File: src/rtl/alu_rs_pkg.sv
// rtl/alu_rs_pkg.sv - widths, tag encodings and entry types shared by the ALU reservation station
package alu_rs_pkg;

  localparam int ENTRIES = 8;
  localparam int DATA_W  = 32;
  localparam int TAG_W   = 5;
  localparam int ROOT_W  = 3;
  localparam int NAME_W  = 5;
  localparam int OP_W    = 4;
  localparam int ADDR_W  = 32;

  // Tag = {prefix, root}; prefix 00 is reserved so the all-zero tag means "value present".
  localparam logic [1:0]        TAG_PREFIX_ALU = 2'b01;
  localparam logic [1:0]        TAG_PREFIX_LS  = 2'b10;
  localparam logic [TAG_W-1:0]  TAG_FREE       = '0;
  localparam logic [DATA_W-1:0] DATA_FREE      = '0;
  localparam logic [NAME_W-1:0] NAME_FREE      = '0;
  localparam logic [OP_W-1:0]   OP_NOP         = '0;
  localparam logic [ADDR_W-1:0] ADDR_ZERO      = '0;

  typedef struct packed {
    logic [TAG_W-1:0]  tag;
    logic [DATA_W-1:0] data;
  } operand_t;

  typedef struct packed {
    logic              busy;
    logic [OP_W-1:0]   op;
    operand_t          opnd_o;
    operand_t          opnd_t;
    logic [TAG_W-1:0]  tag_w;
    logic [NAME_W-1:0] name_w;
    logic [ADDR_W-1:0] addr;
  } entry_t;

  // Capture a broadcast result into a pending operand; the ALU bus wins a tag tie.
  function automatic operand_t snoop(
    input operand_t          cur,
    input logic              alu_en,
    input logic [TAG_W-1:0]  alu_tag,
    input logic [DATA_W-1:0] alu_data,
    input logic              ls_en,
    input logic [TAG_W-1:0]  ls_tag,
    input logic [DATA_W-1:0] ls_data
  );
    snoop = cur;
    if (cur.tag != TAG_FREE) begin
      if (alu_en && alu_tag == cur.tag) begin
        snoop.tag  = TAG_FREE;
        snoop.data = alu_data;
      end else if (ls_en && ls_tag == cur.tag) begin
        snoop.tag  = TAG_FREE;
        snoop.data = ls_data;
      end
    end
  endfunction

endpackage

File: src/rtl/alu_rs_lowbit_sel.sv
// rtl/alu_rs_lowbit_sel.sv - 8-bit lowest-set-bit priority encoder
module lowbit_sel (
  input  logic [7:0] bits,
  output logic [2:0] index,
  output logic       found
);

  // Scan downward so the lowest set bit is the last (winning) assignment.
  always_comb begin
    index = 3'd0;
    found = 1'b0;
    for (int i = 7; i >= 0; i--) begin
      if (bits[i]) begin
        index = i[2:0];
        found = 1'b1;
      end
    end
  end

endmodule

File: src/rtl/alu_rs.sv
// rtl/alu_rs.sv - eight-entry ALU reservation station with CDB wakeup and in-order-by-index issue
module alu_rs
  import alu_rs_pkg::*;
(
  input  logic              clk,
  input  logic              rst,
  input  logic              clear,
  input  logic              ALUen,
  input  logic [DATA_W-1:0] ALUoperandO,
  input  logic [DATA_W-1:0] ALUoperandT,
  input  logic [TAG_W-1:0]  ALUtagO,
  input  logic [TAG_W-1:0]  ALUtagT,
  input  logic [TAG_W-1:0]  ALUtagW,
  input  logic [NAME_W-1:0] ALUnameW,
  input  logic [OP_W-1:0]   ALUop,
  input  logic [ADDR_W-1:0] ALUaddr,
  input  logic              enCDBalu,
  input  logic [TAG_W-1:0]  CDBaluTag,
  input  logic [DATA_W-1:0] CDBaluData,
  input  logic              enCDBls,
  input  logic [TAG_W-1:0]  CDBlsTag,
  input  logic [DATA_W-1:0] CDBlsData,
  output logic [ROOT_W-1:0] ALUfreeTag,
  output logic              ALUfull,
  output logic              exEn,
  output logic [DATA_W-1:0] exOperandO,
  output logic [DATA_W-1:0] exOperandT,
  output logic [OP_W-1:0]   exOp,
  output logic [TAG_W-1:0]  exTagW,
  output logic [NAME_W-1:0] exNameW,
  output logic [ADDR_W-1:0] exAddr
);

  entry_t              entries [ENTRIES];
  logic [ENTRIES-1:0]  busy;
  logic [ENTRIES-1:0]  ready;
  logic [ROOT_W-1:0]   free_idx, rdy_idx;
  logic                free_found, rdy_found;
  logic [ENTRIES-1:0]  disp_mask, issue_mask;
  entry_t              new_entry;

  always_comb begin
    busy  = '0;
    ready = '0;
    for (int i = 0; i < ENTRIES; i++) begin
      busy[i]  = entries[i].busy;
      ready[i] = entries[i].busy && entries[i].opnd_o.tag == TAG_FREE
                                 && entries[i].opnd_t.tag == TAG_FREE;
    end
  end

  lowbit_sel u_free_sel (.bits(~busy), .index(free_idx), .found(free_found));
  lowbit_sel u_rdy_sel  (.bits(ready), .index(rdy_idx),  .found(rdy_found));

  assign ALUfreeTag = free_idx;
  assign ALUfull    = ~free_found;

  assign disp_mask  = (ALUen && free_found) ? (ENTRIES'(1) << free_idx) : '0;
  assign issue_mask = rdy_found ? (ENTRIES'(1) << rdy_idx) : '0;

  // Operands arriving with a tag that is on a CDB this cycle are captured on the way in.
  always_comb begin
    new_entry        = '0;
    new_entry.busy   = 1'b1;
    new_entry.op     = ALUop;
    new_entry.opnd_o = snoop({ALUtagO, ALUoperandO}, enCDBalu, CDBaluTag, CDBaluData,
                             enCDBls, CDBlsTag, CDBlsData);
    new_entry.opnd_t = snoop({ALUtagT, ALUoperandT}, enCDBalu, CDBaluTag, CDBaluData,
                             enCDBls, CDBlsTag, CDBlsData);
    new_entry.tag_w  = ALUtagW;
    new_entry.name_w = ALUnameW;
    new_entry.addr   = ALUaddr;
  end

  always_ff @(posedge clk or negedge rst) begin
    if (!rst) begin
      for (int i = 0; i < ENTRIES; i++) entries[i] <= '0;
      exEn       <= 1'b0;
      exOperandO <= DATA_FREE;
      exOperandT <= DATA_FREE;
      exOp       <= OP_NOP;
      exTagW     <= TAG_FREE;
      exNameW    <= NAME_FREE;
      exAddr     <= ADDR_ZERO;
    end else if (clear) begin
      for (int i = 0; i < ENTRIES; i++) entries[i].busy <= 1'b0;
      exEn       <= 1'b0;
      exOperandO <= DATA_FREE;
      exOperandT <= DATA_FREE;
      exOp       <= OP_NOP;
      exTagW     <= TAG_FREE;
      exNameW    <= NAME_FREE;
      exAddr     <= ADDR_ZERO;
    end else begin
      for (int i = 0; i < ENTRIES; i++) begin
        if (disp_mask[i]) begin
          entries[i] <= new_entry;
        end else begin
          entries[i].opnd_o <= snoop(entries[i].opnd_o, enCDBalu, CDBaluTag, CDBaluData,
                                     enCDBls, CDBlsTag, CDBlsData);
          entries[i].opnd_t <= snoop(entries[i].opnd_t, enCDBalu, CDBaluTag, CDBaluData,
                                     enCDBls, CDBlsTag, CDBlsData);
          if (issue_mask[i]) entries[i].busy <= 1'b0;
        end
      end
      exEn <= rdy_found;
      if (rdy_found) begin
        exOperandO <= entries[rdy_idx].opnd_o.data;
        exOperandT <= entries[rdy_idx].opnd_t.data;
        exOp       <= entries[rdy_idx].op;
        exTagW     <= entries[rdy_idx].tag_w;
        exNameW    <= entries[rdy_idx].name_w;
        exAddr     <= entries[rdy_idx].addr;
      end else begin
        exOperandO <= DATA_FREE;
        exOperandT <= DATA_FREE;
        exOp       <= OP_NOP;
        exTagW     <= TAG_FREE;
        exNameW    <= NAME_FREE;
        exAddr     <= ADDR_ZERO;
      end
    end
  end

endmodule

File: config.mk
export PLATFORM = sky130hd
export DESIGN_NAME = alu_rs
export DESIGN_NICKNAME = d
export VERILOG_FILES = /design/src/rtl/alu_rs_pkg.sv /design/src/rtl/alu_rs_lowbit_sel.sv /design/src/rtl/alu_rs.sv
export SDC_FILE = /design/constraint.sdc
export NUM_CORES = 2
export LEC_CHECK = 0
export CORE_ASPECT_RATIO = 2
export CORE_MARGIN = 2
export CORE_UTILIZATION = 61
export CTS_CLUSTER_SIZE = 30
export DETAILED_ROUTE_END_ITERATION = 8
export HOLD_SLACK_MARGIN = 0.08
export PLACE_DENSITY_LB_ADDON = 0.08
export SLEW_MARGIN = 20
export SYNTH_ARGS = -nofsm -noshare
export SYNTH_HDL_FRONTEND = slang
export SYNTH_SLANG_ARGS = --single-unit
export TNS_END_PERCENT = 50
File: constraint.sdc
create_clock -name clk -period 3.4 [get_ports clk]
set_input_delay 0.85 -clock clk [delete_from_list [all_inputs] [get_ports clk]]
set_output_delay 0.85 -clock clk [all_outputs]
set_load 0.05 [all_outputs]
==> impl_metrics.json <==
{
  "outcome": "finished with violations",
  "violations": "negative setup slack",
  "vias": 61200,
  "clk_latency_ps": 770,
  "drv_slew": 0,
  "synth_edf_count": 0,
  "core-area_sq_um": 98700,
  "rsz0062_at_grt": "no",
  "crit_slowest_cell": "or4_1",
  "numCtsBuffers": 97,
  "switching_share_pct": 29.3,
  "p_total_mw": 33.6,
  "drc": 0,
  "instances_no_fill": 8742,
  "syn_area_per_cell_sq_um": 8.69,
  "r2r-end": "exOperandT[7]$_DFF_PN0_",
  "dp_hpwl_um": 180000,
  "worst_slack_ps": -22.9,
  "worstMarginPinSlew_ps": 1250,
  "io_pins": 315,
  "routedWlPerCell_um": 31.8,
  "wirelength_um": 278000,
  "regToRegStartpoint": "entries[477]$_DFFE_PN0P_",
  "clock_sinks": 1079,
  "cap_violations": 0,
  "p_sw_mw": 9.87,
  "grt_pass1_wl_um": 406000,
  "htreeDepth": 3,
  "final_common_cell": "nand2_1",
  "yosys.area.top_type_share_pct": 44.5,
  "die_x_um": 227,
  "clkPwrFrac_pct": 37.0,
  "seq_area_frac_synth_pct": 44.5,
  "worstPathRequired_ps": 3980,
  "arrival_ps": 4010,
  "crit_path_end_kind": "flop",
  "period_needed_ps": 3420,
  "power_frac_comb_pct": 17.9,
  "grtUsageTotal_pct": 54.8,
  "fin_skew_ps": 49.8,
  "grt_pass1_vias": 61600,
  "max_stage_delay_ps": 530,
  "cts_tree": "built",
  "hold_viol": 0,
  "whs_ps": 474,
  "area_delta_synth_final_pct": 21.4,
  "drive_gt1_share_pct": 14.9,
  "portBuffers": 314,
  "synth.largest_area_cell": "dfrtp_1",
  "initial_core_util_pct": 61.5,
  "period_share_pct": 101,
  "drt_iter0_drc": 7976,
  "nets": 7514,
  "fp-row-count": 163,
  "first_pass_iters": 9,
  "holdPathEnd": "entries[368]$_DFFE_PN0P_",
  "setup_viol": 1,
  "vias_per_cell": 7.00,
  "synth_area_leaders": "dfrtp_1, nand2_1, mux2i_1, o21ai_0, a22o_1",
  "antenna_found_initial": 40,
  "cp_cell_sequence": "or4_1 > nor2_1 > buf_4 > nand3_1 > nand4_1 > nand2_1 > buf_4 > nor2_4 > buf_4 > o21ai_0 > o2bb2ai_1",
  "netlist_instances": 6981,
  "synth_ff_type": "dfrtp_1",
  "die-area_sq_um": 102000,
  "grt_max_degree": 105,
  "crit_path_frequent_cell": "buf_4",
  "final_cell_mix": "nand2_1, dfrtp_1, o21ai_0, mux2i_1, buf_4",
  "synth.distinct_cells": 71,
  "p_int_mw": 23.8,
  "die_h_um": 450,
  "yosysWarnings": 0,
  "rr_worst_depth": 11,
  "dp.cells": 8532,
  "overflow": 0,
  "fmax_mhz": 292,
  "syn_nets": 7181,
  "clkTransAtPathRegs_ps": 70,
  "p_per_area_nw_per_um2": 456,
  "pwr-share-seq_pct": 45.0,
  "ir_worst_vdd_v": 0.000584,
  "worstHoldStart": "entries[368]$_DFFE_PN0P_",
  "cts.path.max_buffers": 3,
  "place_area_sq_um": 70000,
  "hp-class": "flop to flop",
  "antenna_left": 0,
  "async_flop_share_pct": 100,
  "synth-seq-cells": 1079,
  "p_leak_nw": 34.0,
  "timing.reg2reg.setup_slack_ps": -20,
  "crit_path_max_fanout": 20,
  "worst_setup_path_start_kind": "flop",
  "root_buffer": "clkbuf_16",
  "slew_headroom_pct": 16.6,
  "hold_depth": 2,
  "place.gp.congestion": 1.06,
  "critPathKind": "flop to flop",
  "synth_area_sq_um": 60700,
  "design_area_sq_um": 73700
}
## cells by family (layout without fill, tap and decap cells)
group           after synthesis  after routing  share of synthesized area [%]
mux                         679            679                           11.7
flops                      1079           1079                           44.5
xor+xnor                    180            180                           2.60
compound gates             1740           1740                           19.2
buf+inv                     768           1186                           5.54
other cells                   0             23                              0
simple gates               2535           2535                           16.6
## layout make-up
class | count | area (sq um)
antenna | 23 | 57.6
fill | 7534 | 25000
timing repair buffer | 998 | 10700
tap | 1320 | 1650
inverter | 4 | 15.0
sequential | 1079 | 27000
multi-input combinational | 5134 | 30700
clock inverter | 52 | 754
clock buffer | 132 | 2780
## critical path: cells and delay by family (launching register included)
kind,cells,cell delay [ps]
buffers and inverters,3,840
and+or+nand+nor,6,1350
DFF,1,430
AOI/OAI and AO/OA,2,600
## Yosys cell counts, types with 8 or more instances
cell type  instances
o21a_1            11
o2111ai_1         11
or3_1             17
nor4_1            36
nor2_1           110
o22ai_1          119
buf_6             25
nand3_1           56
a22o_1           211
nor3_1             8
o211ai_1          17
a22oi_1           37
dfrtp_1         1079
a21oi_1          225
nand2b_1          33
a31oi_1          107
xor2_1           144
a2bb2oi_4         18
buf_4             36
a2bb2oi_2         13
mux2i_1          560
o32ai_1           77
or4_1             16
and3_1            26
o221ai_1          24
o31ai_1           45
mux2_2            80
o2bb2ai_1         83
clkbuf_2          22
a221o_1           12
a32o_1             9
xnor2_1           36
clkbuf_1         487
o22a_1            31
buf_1             91
mux2_4            35
buf_2            103
o21ai_1           47
o21ai_0          621
nand2_1         2203
## metal layers
layer  global-route usage (%)  vias to the layer above  wire, um
li1                         -                    24800         -
met1                     59.3                    29200     86700
met2                     79.0                     5114    117000
met3                     22.3                     2023     38300
met4                     54.4                       48     35100
met5                     1.27                        -       468
## power by group through the flow
stage / logic, mW / registers [mW] / clock network (mW)
after detailed placement: 5.75 / 15.3 / 0
after floorplan: 3.33 / 15.2 / 0
final: 6.03 / 15.2 / 12.5
after CTS: 5.79 / 15.1 / 12.4
after global placement: 5.60 / 15.3 / 0
after global routing: 6.39 / 15.3 / 12.9
## stage by stage
stage               worst slack (ps)  utilization (%)  setup TNS [ps]
floorplan                        302                -               0
CTS                             39.7             74.5               0
detailed placement              -387             71.0         -136640
global placement                -347             71.0         -117290
global route                    3.43             74.6               0
finish                         -22.9             74.7           -22.9
## worst max path at each step
stage | startpoint | end | cells after the start | slack [ps]
final | entries[477]$_DFFE_PN0P_ | exOperandT[7]$_DFF_PN0_ | 11 | -20
after global routing | entries[112]$_DFFE_PN0P_ | exOperandT[30]$_DFF_PN0_ | 11 | 3
after CTS | busy[0]$_DFFE_PN0P_ | ALUfreeTag[1] | 4 | 40
after detailed placement | CDBaluTag[4] | entries[221]$_DFFE_PN0P_ | 12 | -390
after global placement | CDBlsTag[1] | entries[893]$_DFFE_PN0P_ | 13 | -350
after floorplan | CDBaluTag[2] | entries[820]$_DFFE_PN0P_ | 13 | 300
## state kept, by name, indices dropped and copies added, names as in the netlist
register / count
exOp: 4
exOperandT: 32
busy: 8
exNameW: 5
exOperandO: 32
exAddr: 32
exTagW: 5
entries: 960
exEn: 1
## timing repair
| item | 4_1_cts | 5_1_grt |
|---|---|---|
| pin swaps | 0 | 4 |
| cloned | 0 | 0 |
| setup endpoints to repair | 5 | 116 |
| buffers inserted | 0 | 1 |
| gates resized for setup | 4 | 12 |
| endpoints found under the hold margin | 0 | 1 |
| hold buffers | 0 | 1 |
Power figures use the tool's default switching activity.
